### config.mk
export PLATFORM = sky130hd
export DESIGN_NAME = uart_pid_cmd_rx_flat
export DESIGN_NICKNAME = d
export VERILOG_FILES = /design/src/rtl/uart_pid_cmd_rx_if.sv /design/src/rtl/uart_pid_cmd_rx.sv /design/src/flat_wrapper.sv
export SDC_FILE = /design/constraint.sdc
export NUM_CORES = 1
export LEC_CHECK = 0
export CAP_MARGIN = 15
export CORE_MARGIN = 2
export CORE_UTILIZATION = 57
export CTS_CLUSTER_DIAMETER = 100
export DETAILED_ROUTE_END_ITERATION = 8
export PLACE_DENSITY_LB_ADDON = 0.25
export SYNTH_ARGS = -nofsm -noshare
export SYNTH_HDL_FRONTEND = slang
export SYNTH_SLANG_ARGS = --single-unit
### constraint.sdc
create_clock -name clk -period 2.6 [get_ports clk]
set_input_delay 0.26 -clock clk [delete_from_list [all_inputs] [get_ports clk]]
set_output_delay 0.26 -clock clk [all_outputs]
set_load 0.1 [all_outputs]
### src/rtl/uart_pid_cmd_rx_if.sv
// PID gain bus: three registered gains plus write/error strobes.
interface uart_pid_cmd_rx_if #(
    parameter int GAIN_WIDTH = 16
);
    logic [GAIN_WIDTH-1:0] k_p;
    logic [GAIN_WIDTH-1:0] k_i;
    logic [GAIN_WIDTH-1:0] k_d;
    logic                  gain_upd;
    logic                  frame_err;

    modport master (
        output k_p, k_i, k_d, gain_upd, frame_err
    );

    modport slave (
        input k_p, k_i, k_d, gain_upd, frame_err
    );
endinterface

### src/rtl/uart_pid_cmd_rx.sv
// UART 8N1 receiver with framed command parser writing PID gains.
module uart_pid_cmd_rx #(
    parameter int CLKS_PER_BIT = 1085,
    parameter int GAIN_WIDTH   = 16,
    parameter int INIT_KP      = 960,
    parameter int INIT_KI      = 0,
    parameter int INIT_KD      = 107,
    parameter int TIMEOUT_CLKS = 20 * CLKS_PER_BIT
) (
    input  logic              clk,
    input  logic              reset_n,
    input  logic              serial_rx,
    uart_pid_cmd_rx_if.master gains
);
    localparam int BW   = $clog2(CLKS_PER_BIT + 1);
    localparam int TW   = $clog2(TIMEOUT_CLKS + 1);
    localparam int HALF = CLKS_PER_BIT / 2;
    localparam logic [BW-1:0] HALF_M1 = BW'((HALF > 0) ? HALF - 1 : 0);
    localparam logic [BW-1:0] FULL_M1 = BW'(CLKS_PER_BIT - 1);
    localparam logic [TW-1:0] TO_M1   = TW'(TIMEOUT_CLKS - 1);

    typedef enum logic [1:0] {IDLE, START, DATA, STOP} rx_state_t;
    typedef enum logic [2:0] {
        WAIT_HDR, GET_CMD, GET_DHI, GET_DLO, GET_CHK
    } ps_state_t;

    logic rx_s1, rx_s2, rx_prev;
    rx_state_t rx_state, rx_state_d;
    logic [BW-1:0] bit_cnt, bit_cnt_d;
    logic [2:0] bit_idx, bit_idx_d;
    logic [7:0] sh_q, sh_d;
    logic byte_vld, stop_err, start_det;

    ps_state_t ps, ps_d;
    logic [7:0] cmd_q, cmd_d, dhi_q, dhi_d, dlo_q, dlo_d;
    logic [TW-1:0] to_cnt, to_d;
    logic [GAIN_WIDTH-1:0] kp_q, kp_d, ki_q, ki_d, kd_q, kd_d;
    logic upd_q, upd_d, err_q, err_d;

    logic [15:0] word;
    logic [GAIN_WIDTH-1:0] wval;
    assign word = {dhi_q, dlo_q};

    generate
        if (GAIN_WIDTH <= 16) begin : g_trunc
            assign wval = word[GAIN_WIDTH-1:0];
        end else begin : g_ext
            assign wval = {{(GAIN_WIDTH-16){1'b0}}, word};
        end
    endgenerate

    // Bit receiver: start detection on the synchronized falling edge only
    always_comb begin
        rx_state_d = rx_state;
        bit_cnt_d  = bit_cnt;
        bit_idx_d  = bit_idx;
        sh_d       = sh_q;
        byte_vld   = 1'b0;
        stop_err   = 1'b0;
        start_det  = 1'b0;
        case (rx_state)
            IDLE: begin
                if (rx_prev && !rx_s2) begin
                    rx_state_d = START;
                    bit_cnt_d  = '0;
                    start_det  = 1'b1;
                end
            end
            START: begin
                if (bit_cnt == HALF_M1) begin
                    bit_cnt_d  = '0;
                    bit_idx_d  = '0;
                    rx_state_d = rx_s2 ? IDLE : DATA;
                end else begin
                    bit_cnt_d = bit_cnt + 1'b1;
                end
            end
            DATA: begin
                if (bit_cnt == FULL_M1) begin
                    bit_cnt_d = '0;
                    sh_d      = {rx_s2, sh_q[7:1]};
                    bit_idx_d = bit_idx + 1'b1;
                    if (bit_idx == 3'd7) rx_state_d = STOP;
                end else begin
                    bit_cnt_d = bit_cnt + 1'b1;
                end
            end
            default: begin
                if (bit_cnt == FULL_M1) begin
                    bit_cnt_d  = '0;
                    rx_state_d = IDLE;
                    byte_vld   = rx_s2;
                    stop_err   = !rx_s2;
                end else begin
                    bit_cnt_d = bit_cnt + 1'b1;
                end
            end
        endcase
    end

    always_comb begin
        ps_d  = ps;
        cmd_d = cmd_q;
        dhi_d = dhi_q;
        dlo_d = dlo_q;
        to_d  = to_cnt;
        kp_d  = kp_q;
        ki_d  = ki_q;
        kd_d  = kd_q;
        upd_d = 1'b0;
        err_d = 1'b0;
        if (stop_err) begin
            ps_d  = WAIT_HDR;
            err_d = 1'b1;
        end else if (byte_vld) begin
            case (ps)
                WAIT_HDR: if (sh_q == 8'hA5) ps_d = GET_CMD;
                GET_CMD: begin cmd_d = sh_q; ps_d = GET_DHI; end
                GET_DHI: begin dhi_d = sh_q; ps_d = GET_DLO; end
                GET_DLO: begin dlo_d = sh_q; ps_d = GET_CHK; end
                default: begin
                    ps_d = WAIT_HDR;
                    if (sh_q != (cmd_q ^ dhi_q ^ dlo_q)) begin
                        err_d = 1'b1;
                    end else begin
                        upd_d = 1'b1;
                        case (cmd_q)
                            8'h01: kp_d = wval;
                            8'h02: ki_d = wval;
                            8'h03: kd_d = wval;
                            default: begin
                                upd_d = 1'b0;
                                err_d = 1'b1;
                            end
                        endcase
                    end
                end
            endcase
        end else if (start_det || ps == WAIT_HDR) begin
            to_d = '0;
        end else if (rx_state == IDLE) begin
            if (to_cnt == TO_M1) begin
                to_d  = '0;
                ps_d  = WAIT_HDR;
                err_d = 1'b1;
            end else begin
                to_d = to_cnt + 1'b1;
            end
        end
    end

    always_ff @(posedge clk or negedge reset_n) begin
        if (!reset_n) begin
            rx_s1    <= 1'b1;
            rx_s2    <= 1'b1;
            rx_prev  <= 1'b1;
            rx_state <= IDLE;
            bit_cnt  <= '0;
            bit_idx  <= '0;
            sh_q     <= '0;
            ps       <= WAIT_HDR;
            cmd_q    <= '0;
            dhi_q    <= '0;
            dlo_q    <= '0;
            to_cnt   <= '0;
            kp_q     <= GAIN_WIDTH'(INIT_KP);
            ki_q     <= GAIN_WIDTH'(INIT_KI);
            kd_q     <= GAIN_WIDTH'(INIT_KD);
            upd_q    <= 1'b0;
            err_q    <= 1'b0;
        end else begin
            rx_s1    <= serial_rx;
            rx_s2    <= rx_s1;
            rx_prev  <= rx_s2;
            rx_state <= rx_state_d;
            bit_cnt  <= bit_cnt_d;
            bit_idx  <= bit_idx_d;
            sh_q     <= sh_d;
            ps       <= ps_d;
            cmd_q    <= cmd_d;
            dhi_q    <= dhi_d;
            dlo_q    <= dlo_d;
            to_cnt   <= to_d;
            kp_q     <= kp_d;
            ki_q     <= ki_d;
            kd_q     <= kd_d;
            upd_q    <= upd_d;
            err_q    <= err_d;
        end
    end

    assign gains.k_p       = kp_q;
    assign gains.k_i       = ki_q;
    assign gains.k_d       = kd_q;
    assign gains.gain_upd  = upd_q;
    assign gains.frame_err = err_q;
endmodule
### src/flat_wrapper.sv
// flat-port wrapper written by rule: the top's interface ports become plain ports
module uart_pid_cmd_rx_flat 
#(
    parameter int CLKS_PER_BIT = 1085,
    parameter int GAIN_WIDTH   = 16,
    parameter int INIT_KP      = 960,
    parameter int INIT_KI      = 0,
    parameter int INIT_KD      = 107,
    parameter int TIMEOUT_CLKS = 20 * CLKS_PER_BIT
)
  (clk, reset_n, serial_rx, gains_k_p, gains_k_i, gains_k_d, gains_gain_upd, gains_frame_err);
  uart_pid_cmd_rx_if #(.GAIN_WIDTH(GAIN_WIDTH)) gains_i ();
  input  logic clk;
  input  logic reset_n;
  input  logic serial_rx;
  output wire logic [$bits(gains_i.k_p)-1:0] gains_k_p;
  output wire logic [$bits(gains_i.k_i)-1:0] gains_k_i;
  output wire logic [$bits(gains_i.k_d)-1:0] gains_k_d;
  output wire logic [$bits(gains_i.gain_upd)-1:0] gains_gain_upd;
  output wire logic [$bits(gains_i.frame_err)-1:0] gains_frame_err;
  assign gains_k_p = gains_i.k_p;
  assign gains_k_i = gains_i.k_i;
  assign gains_k_d = gains_i.k_d;
  assign gains_gain_upd = gains_i.gain_upd;
  assign gains_frame_err = gains_i.frame_err;
  uart_pid_cmd_rx #(.CLKS_PER_BIT(CLKS_PER_BIT), .GAIN_WIDTH(GAIN_WIDTH), .INIT_KP(INIT_KP), .INIT_KI(INIT_KI), .INIT_KD(INIT_KD), .TIMEOUT_CLKS(TIMEOUT_CLKS)) u_core (.clk(clk), .reset_n(reset_n), .serial_rx(serial_rx), .gains(gains_i));
endmodule
After elaboration in Yosys (flattened, before gate mapping)
Index checks and enable logic that the tools add are counted.
{ "totals": {"ff_bits": 119, "input_bits": 3, "word_cells": 113, "out_inout_bits": 50} }
{ "op_classes": {"bitwise": 6, "reduce_logical": 24, "n_addsub": 3, "eq_ne": 20, "muxes": 43} }
{ "ops": {"columns": ["cell", "count"], "rows": [
  ["$mux W15", 3],
  ["$mux W11", 3],
  ["$mux W3", 8],
  ["$pmux W11 S2", 1],
  ["$reduce_and A5 Y1", 4],
  ["$mux W1", 19],
  ["$eq A8 B2 Y1 const B", 2],
  ["$xor A8 B8 Y8", 2],
  ["$add A15 B1 Y15 const B", 1],
  ["$eq A15 B15 Y1 const B", 1],
  ["$reduce_and A3 Y1", 5],
  ["$mux W2", 6],
  ["$pmux W3 S4", 1],
  ["$add A11 B1 Y11 const B", 1],
  ["$eq A11 B10 Y1 const B", 1],
  ["$eq A11 B11 Y1 const B", 1],
  ["$reduce_bool A3 Y1", 3],
  ["$eq A8 B1 Y1 const B", 1],
  ["$eq A8 B8 Y1 const B", 1],
  ["$ne A2 B1 Y1 const B", 4],
  ["$ne A8 B8 Y1", 1],
  ["$eq A3 B2 Y1 const B", 2],
  ["$pmux W2 S3", 1],
  ["$pmux W3 S2", 1],
  ["18 further kinds", 23]
]} }

Longest topological paths before layout
Gate-level depths: netlist of run 1.
{ "depth": {"depth_word": 8, "ltp_mapped": 8, "ltp_nobuf": 7} }

Least setup slack after synthesis of run 1
Ideal clock, no wire load.
{ "synth_timing": {"kind": "register to register", "from": "reg u_core.to_cnt[3]", "to": "reg u_core.ps[1]", "slack_ps": 466, "n_path_buf": 0, "synth_period_minus_slack_ps": 2134, "required_ps": 2475, "t_arrival_ps": 2009, "setup_ps": 125, "path_stages_with_launch": 6, "path_cell_list": "dfrtp_1 > or4b_4 > or4_4 > o31a_1 > o21ai_1 > o21ai_1"} }
{ "synth_between": {"elab_chain_cells": 3} }
{ "synth_lines": {"columns": ["element", "line", "rtl"], "rows": [
  ["from (decl)", "uart_pid_cmd_rx.sv:36", "logic [TW-1:0] to_cnt, to_d;"],
  ["from (signal assigned)", "uart_pid_cmd_rx.sv:183", "to_cnt <= to_d;"],
  ["$eq A15 B15 Y1", "uart_pid_cmd_rx.sv:142", "if (to_cnt == TO_M1) begin"],
  ["$reduce_bool A3 Y1 (no line)", null, null],
  ["$reduce_and A4 Y1 (no line)", null, null],
  ["to (signal assigned)", "uart_pid_cmd_rx.sv:179", "ps <= ps_d;"],
  ["to (decl)", "uart_pid_cmd_rx.sv:34", "ps_state_t ps, ps_d;"]
]} }
Every way passes these cells.
A chain may end at the register's enable or synchronous reset.

Final worst setup path of run 1
{ "layout_timing": {"from": "reg u_core.rx_s2", "to": "reg u_core.kp_q[13], in the netlist u_core.gains.k_p[13]"} }
{ "layout_between": {"elab_chain_cells": 5, "word_cells_on_any_way": 7, "cone_classes": "4 x mux; 1 x bitwise; 2 x reduce/logical"} }
{ "layout_lines": {"columns": ["element", "line", "rtl"], "rows": [
  ["from (decl)", "uart_pid_cmd_rx.sv:27", "logic rx_s1, rx_s2, rx_prev;"],
  ["from (signal assigned)", "uart_pid_cmd_rx.sv:173", "rx_s2 <= rx_s1;"],
  ["$logic_not A1 Y1", "uart_pid_cmd_rx.sv:93", "stop_err = !rx_s2;"],
  ["$mux W1", "uart_pid_cmd_rx.sv:89", "if (bit_cnt == FULL_M1) begin"],
  ["$mux W1", "uart_pid_cmd_rx.sv:61", "case (rx_state)"],
  ["$not A1 Y1 (no line)", null, null],
  ["$reduce_and A5 Y1 (no line) (*)", null, null],
  ["to (signal assigned)", "uart_pid_cmd_rx.sv:166", "kp_q <= GAIN_WIDTH'(INIT_KP);"],
  ["to (signal assigned)", "uart_pid_cmd_rx.sv:184", "kp_q <= kp_d;"],
  ["to (decl)", "uart_pid_cmd_rx.sv:37", "logic [GAIN_WIDTH-1:0] kp_q, kp_d, ki_q, ki_d, kd_q, kd_d;"]
]} }
Mark *: on every way between the ends. The rest lies on a longest branch, timed or not.

==> metrics.cfg, run 1 <==
[cts]
cts_tree = yes
clock_tree.buffer_depth = 2
clock_latency_ns = 0.51
cts_root_buffer = clkbuf_8
cts_buffers = 17
htree_levels = 4
clock_sinks = 119
clk_pin_slew_worst_paths_ns = 0.06
post-cts-setup-buffers = 0
cts_hold_buffers = 1
ctsResizeCount = 0

[placed_design]
dp.cells = 636
port_buffers = 52
place_congestion = 0.854
dpl_worst_slack_ns = 0.206
place_hpwl_um = 7760

[power_and_ir_drop]
pwr_density_cell_mw_per_mm2 = 669
share_comb_of_total_power_pct = 6.2
ir_drop_mv = 0.512
power.switching_mw = 1.01
power.share.clock_pct = 51.5
p_leak_nw = 3.38
p_int_mw = 3.56
sw_frac_of_total_pct = 22.0
p_seq_share_pct = 42.3
total_power_mw = 4.57

[status]
run_status = finished clean

[yosys]
ys_seq_area_share_pct = 53.2
synth_edf_count = 0
synth.area.mux_share_pct = 16.5
avgSynthCellArea_um2 = 12.6
ys_async_sr_fraction_pct = 100
synthFlopType = dfrtp_1
synth.net_count = 461
synth_top_family_by_area = multiplexers
ys_seq_elements = 119
synthXorXnorAreaFrac_pct = 5.14
ys_warn_count = 0
synth_compound_area_share_pct = 5.96
syn-cell-area_mm2 = 0.00563
synth_cell_type_count = 61
synthAdderAreaFrac_pct = 2.22
synthCells = 448
yosys.area_share.simple_pct = 15.2

[sta]
tns_ns = 0
setup_viol = 0
post-route-period-util_pct = 89.8
period_minus_slack_ns = 2.33
clock.fmax_mhz = 428
holdWs_ns = 0.152
rsz0062_at_grt = false
skew_ns = 0.00721
relSlewSlack_pct = 44.9
setup_slack_ns = 0.266
finalHoldViolations = 0
finalMaxSlewViolations = 0
worstMarginPinSlew_ns = 0.818

[cells_and_area]
syn_to_final_growth_pct = 21.5
finalNetCount = 536
n_fill_cell = 676
drive_gt1_share_pct = 36.4
layoutNonFillerInstCount = 669
antenna_cells = 0

[critical_path]
critPathRequiredTime_ns = 3.00
cp.arrival_ns = 2.73
worst_setup_path_start_kind = flop
end_kind = flop
reg2reg_to = u_core.gains.k_p[13]
critical_path.max_fanout = 10
crit_type = flop to flop
reg2reg_depth = 6
r2r-start = u_core.rx_s2
reg2reg_slack_ns = 0.27

[detailed_routing]
drtIter0Drc = 154
firstDrtPassIters = 4
antenna_left = 0
wl_um = 11400
dr_total_vias = 3773
avgRoutedWirePerCell_um = 17.0
post-route-drc-count = 0
viasPerCell = 5.64

[worst_hold_path]
hold_path.startpoint = serial_rx
hp-class = input port to flop
hold_path_depth = 1
whs_endpoint = u_core.rx_s1

[die]
die_area_mm2 = 0.0107
core_area_mm2 = 0.00968
start_util_pct = 58.1
die_x_um = 103
rows = 36
ios = 53
die_h_um = 103

[grt]
grt_max_degree = 48
track_usage_pct = 23.0
grt.overflow.total = 0
antenna_found_initial = 0
grt_pass1_wl_um = 18900
first_global_vias = 3831

[job]
drv_cap = 0

-- Yosys cell counts, types with 2 or more instances --
| master | number | area (um2) |
|---|---|---|
| dfrtp_1 | 107 | 2680 |
| mux2_2 | 68 | 766 |
| nand2_1 | 28 | 105 |
| xnor2_1 | 23 | 201 |
| nor2_1 | 21 | 78.8 |
| o21ai_0 | 16 | 80.1 |
| nor3_1 | 14 | 70.1 |
| nand3_1 | 13 | 65.1 |
| dfstp_2 | 12 | 315 |
| inv_1 | 11 | 41.3 |
| mux2_4 | 11 | 165 |
| ha_1 | 10 | 125 |
| xor2_1 | 10 | 87.6 |
| a22o_1 | 8 | 70.1 |
| and3_1 | 7 | 43.8 |
| nand2b_1 | 7 | 43.8 |
| nand4_1 | 6 | 37.5 |
| a21oi_1 | 4 | 20.0 |
| clkbuf_1 | 4 | 15.0 |
| nand4_2 | 4 | 50.1 |
| nor4_1 | 4 | 25.0 |
| a21o_1 | 3 | 22.5 |
| buf_6 | 3 | 33.8 |
| nand3b_1 | 3 | 22.5 |
| o22ai_1 | 3 | 18.8 |
| o31ai_1 | 3 | 22.5 |
| or3_1 | 3 | 18.8 |
| and2_1 | 2 | 12.5 |
| nand4b_1 | 2 | 17.5 |
| nor3b_1 | 2 | 15.0 |
| nor4_4 | 2 | 42.5 |
| nor4b_1 | 2 | 17.5 |
| o21ai_1 | 2 | 10.0 |
| o31a_1 | 2 | 17.5 |
| or4_1 | 2 | 15.0 |
-- final cells by class --
| cell class | instances | area (um2) | share of cell area, % |
|---|---|---|---|
| Timing Repair Buffer | 65 | 505 | 7.39 |
| Inverter | 11 | 41.3 | 0.604 |
| Sequential cell | 119 | 2990 | 43.8 |
| Clock inverter | 9 | 150 | 2.20 |
| Clock buffer | 23 | 447 | 6.53 |
| Multi-Input combinational cell | 309 | 2530 | 37.1 |
| Tap cell | 133 | 166 | 2.43 |
-- cell usage in the layout (no fill, tap or decap), drive strengths merged, types with 3 or more instances in the layout --
cell,count
dfrtp,107
mux2,79
buf,63
nand2,28
xnor2,23
clkbuf,23
nor2,21
o21ai,18
nor3,15
nand3,13
dfstp,12
inv,11
xor2,10
ha,10
nand4,10
a22o,8
and3,7
nand2b,7
nor4,7
a21oi,4
bufinv,4
nand3b,3
or3,3
o31ai,3
o22ai,3
a21o,3
clkinv,3
nor4b,3
or4,3
or4b,3
-- registers in the layout, indices dropped and copies added (netlist names) --
register                cells
u_core.bit_idx              3
u_core.rx_s2                1
u_core.cmd_q                8
u_core.to_cnt              15
u_core.rx_s1                1
u_core.gains.k_i           16
u_core.gains.frame_err      1
u_core.dlo_q                8
u_core.rx_prev              1
u_core.bit_cnt             11
u_core.dhi_q                8
u_core.rx_state             2
u_core.gains.k_p           16
u_core.sh_q                 8
u_core.gains.k_d           16
u_core.ps                   3
u_core.gains.gain_upd       1
-- worst max path at each step --
stage	from	endpoint	slack [ns]	cells after the start
final	u_core.rx_s2	u_core.gains.k_p[13]	0.27	6
after global routing	u_core.rx_s2	u_core.gains.k_p[13]	0.06	6
after CTS	u_core.rx_s2	u_core.gains.k_p[13]	0.21	6
after detailed placement	u_core.rx_s2	u_core.gains.k_p[13]	0.21	6
after global placement	u_core.rx_s2	u_core.gains.k_p[13]	0.26	6
after floorplan	u_core.to_cnt[3]	u_core.ps[1]	0.47	5
-- routing by layer --
metal / wire, um / GRT usage [%] / up-vias
met2: 5860 / 38.5 / 76
li1: - / - / 1779
met4: 125 / 7.79 / 0
met1: 4990 / 28.8 / 1908
met3: 393 / 6.45 / 10
met5: 0 / 0 / -
-- kinds of logic (layout without fill, tap and decap cells) --
family	after synthesis	count (layout)
adder cells (fa/ha/maj)	10	10
AO/OA/AOI/OAI	50	50
XOR/XNOR	33	33
buffers and inverters	20	108
multiplexers	79	79
AND/OR/NAND/NOR	137	137
flip-flops	119	119
-- power groups by stage --
stage / logic (mW) / clock network, mW / registers [mW]
5_1_grt: 0.322 / 2.48 / 1.94
3_3_place_gp: 0.270 / 0 / 1.96
6_report: 0.282 / 2.36 / 1.93
4_1_cts: 0.284 / 2.40 / 1.93
2_1_floorplan: 0.184 / 0 / 1.96
3_5_place_dp: 0.280 / 0 / 1.97
-- through the flow --
stage | instance area [um2] | util [%]
finish | 6840 | 70.6
global route | 6840 | 70.6
CTS | 6840 | 70.6
detailed placement | 6230 | 64.3
global placement | 6230 | 64.3
floorplan | 5630 | -
-- worst max-delay path: stages (launching register included) --
cell and delay [ns]:
dfstp_2 0.59, nor4b_1 0.37, nand2_1 0.15, nor4b_4 0.36
nand4_2 0.18, buf_4 0.25, mux2_4 0.31
Power figures use the tool's default switching activity.
==> run 2: changes to the inputs <==
--- a/config.mk
+++ b/config.mk
@@ -6,8 +6,10 @@
 export NUM_CORES = 1
 export LEC_CHECK = 0
 export CAP_MARGIN = 15
+export CELL_PAD_IN_SITES_DETAIL_PLACEMENT = 1
+export CELL_PAD_IN_SITES_GLOBAL_PLACEMENT = 2
 export CORE_MARGIN = 2
-export CORE_UTILIZATION = 57
+export CORE_UTILIZATION = 39
 export CTS_CLUSTER_DIAMETER = 100
 export DETAILED_ROUTE_END_ITERATION = 8
 export PLACE_DENSITY_LB_ADDON = 0.25
==> metrics.cfg, run 2 (synthesis results as in run 1) <==
[placed_design]
place_congestion = 0.822  ; was 0.854
port_buffers = 52  ; unchanged
dp.cells = 690  ; was 636
placed_area_mm2 = 0.00635  ; was 0.00623 mm2
dpl_worst_slack_ns = 0.204  ; was 0.206 ns
place_hpwl_um = 9450  ; was 7760 um

[worst_hold_path]
hp-class = input port to flop  ; unchanged
hold_path.startpoint = serial_rx  ; unchanged
hold_path_depth = 1  ; unchanged
whs_endpoint = u_core.rx_s1  ; unchanged

[detailed_routing]
avgRoutedWirePerCell_um = 18.5  ; was 17.0 um
viasPerCell = 5.33  ; was 5.64
drtIter0Drc = 107  ; was 154
post-route-drc-count = 0  ; unchanged
wl_um = 13400  ; was 11400 um
dr_total_vias = 3850  ; was 3773
antenna_left = 0  ; unchanged
firstDrtPassIters = 4  ; unchanged

[cts]
clock_sinks = 119  ; unchanged
ctsResizeCount = 0  ; unchanged
cts_buffers = 17  ; unchanged
cts_hold_buffers = 1  ; unchanged
clk_pin_slew_worst_paths_ns = 0.06  ; about the same
htree_levels = 4  ; unchanged
post-cts-setup-buffers = 0  ; unchanged
clock_tree.buffer_depth = 2  ; unchanged
cts_root_buffer = clkbuf_16  ; was clkbuf_8
cts_tree = yes  ; unchanged
clock_latency_ns = 0.42  ; was 0.51 ns

[die]
die_area_mm2 = 0.0154  ; was 0.0107 mm2
core_area_mm2 = 0.0140  ; was 0.00968 mm2
die_h_um = 124  ; was 103 um
ios = 53  ; unchanged
start_util_pct = 40.2  ; was 58.1%
rows = 43  ; was 36
die_x_um = 124  ; was 103 um

[cells_and_area]
final_cell_mix = 107 x dfrtp_1, 68 x mux2_2, 68 x buf_4  ; was 107 x dfrtp_1, 68 x mux2_2, 62 x buf_4
drive_gt1_share_pct = 37.9  ; was 36.4%
n_fill_cell = 1467  ; was 676
final_common_cell = dfrtp_1  ; unchanged
syn_to_final_growth_pct = 23.5  ; was 21.5%
finalNetCount = 543  ; was 536
layoutNonFillerInstCount = 723  ; was 669
antenna_cells = 0  ; unchanged
stdcell_area_mm2 = 0.00695  ; was 0.00684 mm2

[sta]
tns_ns = 0  ; unchanged
post-route-period-util_pct = 93.0  ; was 89.8%
worstMarginPinSlew_ns = 0.618  ; was 0.818 ns
finalHoldViolations = 0  ; unchanged
setup_viol = 0  ; unchanged
finalMaxSlewViolations = 0  ; unchanged
setup_slack_ns = 0.183  ; was 0.266 ns
skew_ns = 0.00864  ; was 0.00721 ns
period_minus_slack_ns = 2.42  ; was 2.33 ns
clock.fmax_mhz = 414  ; was 428 MHz
rsz0062_at_grt = false  ; unchanged
relSlewSlack_pct = 58.8  ; was 44.9%

[critical_path]
r2r-start = u_core.rx_s2  ; unchanged
reg2reg_to = u_core.gains.k_i[13]  ; was u_core.gains.k_p[13]
crit_path_start = u_core.rx_s2  ; unchanged
end_kind = flop  ; unchanged
critical_path.max_fanout = 13  ; was 10
critPathRequiredTime_ns = 2.90  ; was 3.00 ns
reg2reg_slack_ns = 0.18  ; was 0.27 ns
worst_setup_path_start_kind = flop  ; unchanged
reg2reg_depth = 6  ; unchanged
crit_type = flop to flop  ; unchanged
cp.arrival_ns = 2.72  ; was 2.73 ns

[grt]
grt_pass1_wl_um = 22200  ; was 18900 um
grt.overflow.total = 0  ; unchanged
first_global_vias = 4277  ; was 3831
track_usage_pct = 19.3  ; was 23.0%
grt_max_degree = 50  ; was 48
antenna_found_initial = 0  ; unchanged

[power_and_ir_drop]
ir_drop_mv = 0.387  ; was 0.512 mV
p_leak_nw = 3.43  ; was 3.38 nW
pwr_density_cell_mw_per_mm2 = 651  ; was 669 mW/mm2
total_power_mw = 4.52  ; was 4.57 mW

[job]
drv_cap = 0  ; unchanged

[status]
run_status = finished clean  ; unchanged

run 2: cell count changes in the layout (fill, tap and decap cells not counted), moves of 2 or more:
| cell | before | now |
|---|---|---|
| buf_4 | 62 | 68 |
| bufinv_16 | 4 | 2 |
| clkbuf_1 | 5 | 1 |
| clkinv_2 | 3 | 5 |
| clkinv_4 | 0 | 4 |
run 2: how the worst max path moves through the flow:
stage	end	slack [ns]	cells after the start
2_1_floorplan	u_core.ps[1]	0.47	5
3_3_place_gp	u_core.to_cnt[3]	0.30	7
3_5_place_dp	u_core.gains.k_i[12]	0.20	6
4_1_cts	u_core.gains.k_i[12]	0.19	6
5_1_grt	u_core.gains.k_i[13]	0.04	6
6_report	u_core.gains.k_i[13]	0.18	6
run 2: critical path, stage by stage (launching register included):
cell,delay [ns]
dfstp_2,0.60
nor4b_1,0.35
nand2_1,0.15
nor4b_4,0.37
nand4_2,0.28
buf_12,0.25
mux2_4,0.29
run 2: report_power, final:
group	internal (mW)	switching (mW)
Clock	1.45	0.845
Combinational	0.0943	0.195
Sequential	1.89	0.0412
run 2: through the flow:
stage          hold slack [ns]  utilization (%)
2_1_floorplan          -0.0356                -
3_3_place_gp             0.314             45.4
3_5_place_dp             0.322             45.4
4_1_cts                  0.233             49.7
5_1_grt                  0.236             49.7
6_report                 0.254             49.7
run 2: area by class of cell:
| type | count | area [um2] | area share [%] |
|---|---|---|---|
| Clock buffer | 20 | 457 | 6.57 |
| Clock inverter | 12 | 128 | 1.84 |
| Inverter | 11 | 41.3 | 0.594 |
| Multi-Input combinational cell | 309 | 2530 | 36.5 |
| Sequential cell | 119 | 2990 | 43.1 |
| Tap cell | 180 | 225 | 3.24 |
| Timing Repair Buffer | 72 | 571 | 8.21 |
run 2: metal layers:
metal / vias up / GRT usage [%] / wire length [um]
li1: 1800 / - / -
met1: 1965 / 23.6 / 5910
met2: 66 / 32.9 / 6810
met3: 19 / 4.99 / 466
met4: 0 / 6.67 / 178
met5: - / 0 / 0
